$ cat config.mk
export PLATFORM = sky130hd
export DESIGN_NAME = unidad_control_flat
export DESIGN_NICKNAME = d
export VERILOG_FILES = /design/src/rtl/unidad_control_if.sv /design/src/rtl/unidad_control.sv /design/src/flat_wrapper.sv
export SDC_FILE = /design/constraint.sdc
export NUM_CORES = 1
export LEC_CHECK = 0
export ABC_CLOCK_PERIOD_IN_PS = 2200
export CAP_MARGIN = 20
export CORE_AREA = 3 3 40 42
export CTS_CLUSTER_SIZE = 24
export DETAILED_ROUTE_END_ITERATION = 10
export DIE_AREA = 0 0 43 45
export PLACE_DENSITY_LB_ADDON = 0.2
export SLEW_MARGIN = 20
export SYNTH_ARGS = -nofsm -noshare
export SYNTH_HDL_FRONTEND = slang
export SYNTH_SLANG_ARGS = --single-unit
$ cat constraint.sdc
create_clock -name clk -period 2.2 [get_ports clk]
set_input_delay 0.66 -clock clk [delete_from_list [all_inputs] [get_ports clk]]
set_output_delay 0.66 -clock clk [all_outputs]
set_load 0.01 [all_outputs]
$ cat src/rtl/unidad_control_if.sv
// Control-unit signal bundle: program inputs in, datapath/memory strobes out.
// The control unit connects through the master modport and the datapath through the slave modport.
interface unidad_control_if;
  logic       run;
  logic [3:0] ir_opcode;
  logic       pc_clr;
  logic       pc_inc;
  logic       pc_load;
  logic       addr_sel;
  logic       mem_rd;
  logic       mem_wr;
  logic       ir_load;
  logic       acc_load;
  logic [3:0] alu_op;
  logic       loader_grant;
  logic       halted;
  logic       instr_done;
  logic [2:0] state;

  modport master (
    input  run, ir_opcode,
    output pc_clr, pc_inc, pc_load, addr_sel, mem_rd, mem_wr, ir_load, acc_load,
    output alu_op, loader_grant, halted, instr_done, state
  );

  modport slave (
    output run, ir_opcode,
    input  pc_clr, pc_inc, pc_load, addr_sel, mem_rd, mem_wr, ir_load, acc_load,
    input  alu_op, loader_grant, halted, instr_done, state
  );
endinterface

$ cat src/rtl/unidad_control.sv
// Multi-cycle accumulator CPU control FSM with configurable memory read latency (MEM_LAT 1..4).
// All outputs are Moore outputs of the registered state, wait counter and ir_opcode.
module unidad_control #(
  parameter int unsigned MEM_LAT = 1
) (
  input  logic             clk,
  input  logic             reset,
  unidad_control_if.master ctl
);

  typedef enum logic [2:0] {
    StIdle   = 3'd0,
    StClear  = 3'd1,
    StFetch  = 3'd2,
    StDecode = 3'd3,
    StRead   = 3'd4,
    StExec   = 3'd5,
    StWrite  = 3'd6,
    StHalt   = 3'd7
  } state_e;

  localparam logic [3:0] OpHalt  = 4'h0;
  localparam logic [3:0] OpStore = 4'h2;
  localparam logic [3:0] OpJmp   = 4'hB;
  localparam logic [1:0] WaitInit = 2'(MEM_LAT - 1);

  state_e     state_q, state_d;
  logic [1:0] wait_q, wait_d;
  logic       wait_done;

  assign wait_done = (wait_q == 2'd0);

  always_ff @(posedge clk or negedge reset) begin
    if (!reset) begin
      state_q <= StIdle;
      wait_q  <= 2'd0;
    end else begin
      state_q <= state_d;
      wait_q  <= wait_d;
    end
  end

  always_comb begin
    state_d = state_q;
    wait_d  = wait_q;
    unique case (state_q)
      StIdle: begin
        if (ctl.run) state_d = StClear;
      end
      StClear: begin
        state_d = StFetch;
        wait_d  = WaitInit;
      end
      StFetch: begin
        if (wait_done) state_d = StDecode;
        else           wait_d  = wait_q - 2'd1;
      end
      StDecode: begin
        if (ctl.ir_opcode == OpHalt) begin
          state_d = StHalt;
        end else if (ctl.ir_opcode == OpStore) begin
          state_d = StWrite;
        end else begin
          state_d = StRead;
          wait_d  = WaitInit;
        end
      end
      StRead: begin
        if (wait_done) state_d = StExec;
        else           wait_d  = wait_q - 2'd1;
      end
      // run only matters at instruction boundaries; a started instruction always retires
      StExec, StWrite: begin
        if (ctl.run) begin
          state_d = StFetch;
          wait_d  = WaitInit;
        end else begin
          state_d = StIdle;
        end
      end
      StHalt: begin
        if (!ctl.run) state_d = StIdle;
      end
      default: state_d = StIdle;
    endcase
  end

  logic       pc_clr, pc_inc, pc_load, addr_sel, mem_rd, mem_wr, ir_load, acc_load;
  logic       loader_grant, halted, instr_done;
  logic [3:0] alu_op;

  always_comb begin
    pc_clr       = 1'b0;
    pc_inc       = 1'b0;
    pc_load      = 1'b0;
    addr_sel     = 1'b0;
    mem_rd       = 1'b0;
    mem_wr       = 1'b0;
    ir_load      = 1'b0;
    acc_load     = 1'b0;
    loader_grant = 1'b0;
    halted       = 1'b0;
    instr_done   = 1'b0;
    alu_op       = 4'h0;
    unique case (state_q)
      StIdle:   loader_grant = 1'b1;
      StClear:  pc_clr = 1'b1;
      StFetch: begin
        mem_rd  = 1'b1;
        ir_load = wait_done;
      end
      StDecode: pc_inc = (ctl.ir_opcode != OpHalt);
      StRead: begin
        addr_sel = 1'b1;
        mem_rd   = 1'b1;
      end
      StExec: begin
        alu_op     = ctl.ir_opcode;
        pc_load    = (ctl.ir_opcode == OpJmp);
        acc_load   = (ctl.ir_opcode != OpJmp);
        instr_done = 1'b1;
      end
      StWrite: begin
        addr_sel   = 1'b1;
        mem_wr     = 1'b1;
        instr_done = 1'b1;
      end
      StHalt:   halted = 1'b1;
      default:  loader_grant = 1'b1;
    endcase
  end

  assign ctl.pc_clr       = pc_clr;
  assign ctl.pc_inc       = pc_inc;
  assign ctl.pc_load      = pc_load;
  assign ctl.addr_sel     = addr_sel;
  assign ctl.mem_rd       = mem_rd;
  assign ctl.mem_wr       = mem_wr;
  assign ctl.ir_load      = ir_load;
  assign ctl.acc_load     = acc_load;
  assign ctl.alu_op       = alu_op;
  assign ctl.loader_grant = loader_grant;
  assign ctl.halted       = halted;
  assign ctl.instr_done   = instr_done;
  assign ctl.state        = state_q;

endmodule

$ cat src/flat_wrapper.sv
// flat-port wrapper written by rule: the top's interface ports become plain ports
module unidad_control_flat 
#(
  parameter int unsigned MEM_LAT = 1
)
  (clk, reset, ctl_run, ctl_ir_opcode, ctl_pc_clr, ctl_pc_inc, ctl_pc_load, ctl_addr_sel, ctl_mem_rd, ctl_mem_wr, ctl_ir_load, ctl_acc_load, ctl_alu_op, ctl_loader_grant, ctl_halted, ctl_instr_done, ctl_state);
  unidad_control_if ctl_i ();
  input  logic clk;
  input  logic reset;
  input wire logic [$bits(ctl_i.run)-1:0] ctl_run;
  input wire logic [$bits(ctl_i.ir_opcode)-1:0] ctl_ir_opcode;
  output wire logic [$bits(ctl_i.pc_clr)-1:0] ctl_pc_clr;
  output wire logic [$bits(ctl_i.pc_inc)-1:0] ctl_pc_inc;
  output wire logic [$bits(ctl_i.pc_load)-1:0] ctl_pc_load;
  output wire logic [$bits(ctl_i.addr_sel)-1:0] ctl_addr_sel;
  output wire logic [$bits(ctl_i.mem_rd)-1:0] ctl_mem_rd;
  output wire logic [$bits(ctl_i.mem_wr)-1:0] ctl_mem_wr;
  output wire logic [$bits(ctl_i.ir_load)-1:0] ctl_ir_load;
  output wire logic [$bits(ctl_i.acc_load)-1:0] ctl_acc_load;
  output wire logic [$bits(ctl_i.alu_op)-1:0] ctl_alu_op;
  output wire logic [$bits(ctl_i.loader_grant)-1:0] ctl_loader_grant;
  output wire logic [$bits(ctl_i.halted)-1:0] ctl_halted;
  output wire logic [$bits(ctl_i.instr_done)-1:0] ctl_instr_done;
  output wire logic [$bits(ctl_i.state)-1:0] ctl_state;
  assign ctl_i.run = ctl_run;
  assign ctl_i.ir_opcode = ctl_ir_opcode;
  assign ctl_pc_clr = ctl_i.pc_clr;
  assign ctl_pc_inc = ctl_i.pc_inc;
  assign ctl_pc_load = ctl_i.pc_load;
  assign ctl_addr_sel = ctl_i.addr_sel;
  assign ctl_mem_rd = ctl_i.mem_rd;
  assign ctl_mem_wr = ctl_i.mem_wr;
  assign ctl_ir_load = ctl_i.ir_load;
  assign ctl_acc_load = ctl_i.acc_load;
  assign ctl_alu_op = ctl_i.alu_op;
  assign ctl_loader_grant = ctl_i.loader_grant;
  assign ctl_halted = ctl_i.halted;
  assign ctl_instr_done = ctl_i.instr_done;
  assign ctl_state = ctl_i.state;
  unidad_control #(.MEM_LAT(MEM_LAT)) u_core (.clk(clk), .reset(reset), .ctl(ctl_i));
endmodule
[After elaboration in Yosys (flattened, before gate mapping)]
Cells that the tools add are included.
Word-level totals
  register bits: 5
  bits of input ports: 7
  output and inout bits: 18
  logic and storage cells: 56
Cells by class
  add/subtract/negate cells: 1
  equality and inequality tests: 18
  muxes and demuxes: 25
  reduce and logical (&&, ||, !) cells: 10
Operators by type and width (count)
  $pmux 3 s7: 1
  $mux 3: 5
  $eq 3x3->1 const B: 4
  $mux 2: 6
  $mux 1: 11
  $ne 2x2->1 const B: 5
  $pmux 2 s4: 1
  $reduce_bool 4->1: 2
  $eq 3x2->1 const B: 2
  $ne 2x1->1 const B: 3
  $reduce_or 2->1: 3
  $reduce_and 5->1: 1
  $eq 4x2->1 const B: 1
  $eq 4x4->1 const B: 1
  $logic_not 4->1: 1
  $mux 4: 1
  $ne 4x4->1 const B: 1
  $reduce_and 4->1: 1
  $eq 3x1->1 const B: 1
  $logic_not 3->1: 1
  $logic_not 2->1: 1
  $sub 2x1->2 const B: 1

[Logic depth before layout (Yosys ltp)]
  depth after elaboration: 4
  mapped depth: 5
  depth with buffers taken out: 5

[Least setup slack after synthesis]
No wires, ideal clock.
  path type: input to output
  start point: input port ctl_ir_opcode[0]
  end point: output port ctl_pc_inc
  arrival: 1.067 ns
  required time: 1.540 ns
  path slack: 0.473 ns
  stages: 2
  buffers on the path: 0
  cell sequence: nor4_1 -> nor3_1
On the way
  longest elaborated chain between the ends: 2
RTL lines
  start: declaration: line flat_wrapper.sv:11  | input wire logic [$bits(ctl_i.ir_opcode)-1:0] ctl_ir_opcode;
  $reduce_bool 4->1: line unidad_control.sv:112  | StDecode: pc_inc = (ctl.ir_opcode != OpHalt);
  $mux 1: line unidad_control.sv:105  | unique case (state_q)
  end: declaration: line flat_wrapper.sv:13  | output wire logic [$bits(ctl_i.pc_inc)-1:0] ctl_pc_inc;
No other way between the ends.

[Worst setup path in the final report]
  start point: input port ctl_ir_opcode[0]
  end point: output port ctl_alu_op[0]
On the way
  longest elaborated chain between the ends: 1
RTL lines
  $mux 4: line unidad_control.sv:105
  end: declaration: line flat_wrapper.sv:20  | output wire logic [$bits(ctl_i.alu_op)-1:0] ctl_alu_op;
No other way between the ends.

==> impl_metrics.ini <==
[status]
outcome = completed

[timing]
setup_violations = 0
tightest_slew_ns = 0.416
final.min_clock_period_ns = 2.14
final_max_slew_viol_count = 0
slew_headroom_pct = 72.0
period_share_pct = 97.3
holdWs_ns = 0.586
finalSetupTns_ns = 0
fmax_mhz = 467
skew_ns = 0.00202
finalHoldViolCount = 0

[global_route]
grt-ovfl-total = 0
track_usage_pct = 13.6
grt_max_degree = 9
grt_pass1_wl_um = 2020
first_global_vias = 494
grt_antenna_before_repair = 0

[synth]
synth_cell_type_count = 28
synthTopCellsByArea = dfrtp_1, and2_1, nor3_1, nor2_1, and3_1
synth_top_area_share_pct = 28.0
ys_warn_count = 0
yosys_register_bits = 5
synth_area_leader_cell = dfrtp_1
syn_inst = 57
synth_nets = 65
syn_area_per_cell_um2 = 7.84
syn_area_um2 = 447
synth_seq_area_share_pct = 28.0

[clock_tree]
cts_tree = built
htree_levels = 1
cts_num_sinks = 5
clkTransAtPathRegs_ns = 0.04
cts_buffers = 3
clockBufferDepth = 2
clock_latency_ns = 0.23
clock-root-buffer = clkbuf_4

[pwr]
comb_power_share_pct = 73.8
total_power_w = 0.00110
power_density_mw_per_mm2 = 1320
internal-power_w = 0.000656
switching_share_pct = 40.5
p_switching_w = 0.000447
p_leak_nw = 0.438
pwr-share-seq_pct = 17.1
peakVddDrop_mv = 0.806
pwr-share-clk_pct = 9.1

[drt]
wirelength_um = 1260
drtPass1Iterations = 4
antenna_left = 0
routed_via_density = 4.84
drt-wirelength-per-cell_um = 11.2
drt_iter0_markers = 3
drc_errors = 0
via_count = 547

[worst_setup_path]
end_kind = output pin
r2r_slack_ns = 0.62
required_ns = 1.54
path_class = in2out
r2r_start = u_core.ctl.state[0]
startpoint_type = input pin
critPathMaxFanout = 3
cp-startpoint = ctl_ir_opcode[0]
worstPathArrival_ns = 1.48

[floorplanning]
die-area_mm2 = 0.00194
die_h_um = 45
die_x_um = 43
rows = 13
ios = 25
core_mm2 = 0.00128
initial_utilization_pct = 34.8

[finish]
flow.area_growth_from_synthesis_pct = 87.1
fillers = 123
fin_util_pct = 65.0
n_antenna_cell = 0
nets = 107
layout-drive-gt1-share_pct = 29.6

[run]
drv_cap = 0

[placed_design]
port_buffers = 24
place.gp.congestion = 0.787
hpwlAfterDp_um = 961

[min_path]
min_from = u_core.wait_q[1]
hp-class = reg2reg
==> state kept, by name, indices dropped and copies added, names as in the netlist <==
register,count
u_core.ctl.state,3
u_core.wait_q,2
==> worst max-delay path: stages <==
cell and delay (ns):
dlygate4sd2_1 0.28, buf_4 0.15, and2_1 0.12, dlygate4sd2_1 0.28
==> cells by family (layout without fill, tap and decap cells) <==
| family | count (synthesis) | in the layout | synth area share (%) |
|---|---|---|---|
| adder cells (fa/ha/maj) | 1 | 1 | 2.80 |
| multiplexers | 1 | 1 | 2.24 |
| AO/OA/AOI/OAI | 9 | 9 | 15.7 |
| flip-flops | 5 | 5 | 28.0 |
| XOR/XNOR | 2 | 2 | 3.92 |
| buffers and inverters | 8 | 49 | 8.40 |
| AND/OR/NAND/NOR | 31 | 31 | 38.9 |
==> power by group through the flow <==
| stage | registers, W | clock network (W) | logic (W) |
|---|---|---|---|
| CTS | 0.000193 | 0.000103 | 0.000768 |
| floorplan | 0.000174 | 0 | 0.000390 |
| detailed placement | 0.000201 | 0 | 0.000725 |
| global route | 0.000195 | 0.000110 | 0.000896 |
| finish | 0.000189 | 0.000101 | 0.000813 |
| global placement | 0.000202 | 0 | 0.000722 |
==> placed cells by master (no fill, tap or decap), drive strengths merged, types with 2 or more instances in the layout <==
cell and n:
and2 6, and3 3, buf 18, clkbuf 5
clkdlybuf4s50 5, dfrtp 5, dlygate4sd2 14, dlymetal6s2s 2
inv 4, nor2 6, nor2b 2, nor3 6
o2111ai 2, o211ai 2, or4 2
==> stage by stage <==
step	worst slack, ns	cells	cell area, um2
floorplan	0.473	57	447
detailed placement	-0.532	101	751
finish	0.0591	113	836
global route	-0.0105	113	836
global placement	-0.473	101	751
CTS	0.00802	110	801
==> synth_stat cells <==
cell type	n
nand2_1	1
o211ai_1	2
o21ai_1	1
dfrtp_1	5
nor3_1	6
o2bb2ai_1	1
inv_2	2
nor4_1	1
buf_2	3
ha_1	1
or4_1	2
nor2b_1	2
o2111ai_1	2
buf_4	1
a221oi_1	1
xnor2_1	1
and3_1	3
xor2_1	1
nand4b_1	1
a2bb2oi_1	1
and2_1	6
nor3b_1	1
nand3_1	1
nand2b_1	1
a31oi_1	1
mux2i_1	1
inv_1	2
nor2_1	6
==> worst paths after layout <==
| check | to | cells past startpoint |
|---|---|---|
| setup / recovery | ctl_alu_op[0] | 4 |
| hold / removal | u_core.wait_q[1] | 2 |
| setup reg to reg | u_core.wait_q[1] | 5 |
| hold reg to reg | u_core.wait_q[1] | 2 |
| max in group asynchronous | u_core.ctl.state[1] | 1 |
| min in group asynchronous | u_core.ctl.state[2] | 1 |
==> what timing repair did <==
| action | 4_1_cts | 5_1_grt |
|---|---|---|
| hold buffers | 0 | 0 |
| pin swaps | 2 | 1 |
| hold endpoints to repair | 0 | 0 |
| gates resized for setup | 25 | 6 |
| setup buffers | 5 | 3 |
| endpoints found under the setup margin | 15 | 4 |
==> layer usage <==
metal  GRT usage (%)  up-vias  share of wire, %  wire, um
met4            8.43        0                 0         0
li1                -      290                 -         -
met2            19.5       14                46       587
met3            2.39        0               4.9        62
met1            19.1      243                49       613
met5               0        -                 0         0
==> final cells by class <==
class / instances / area (um2) / area share (%)
inverter: 4 / 15.0 / 1.80
timing repair buffer: 41 / 345 / 41.3
multi-input combinational: 44 / 302 / 36.1
tap: 15 / 18.8 / 2.25
clock buffer: 4 / 26.3 / 3.14
sequential: 5 / 129 / 15.4
(Power assumes the default switching activity.)
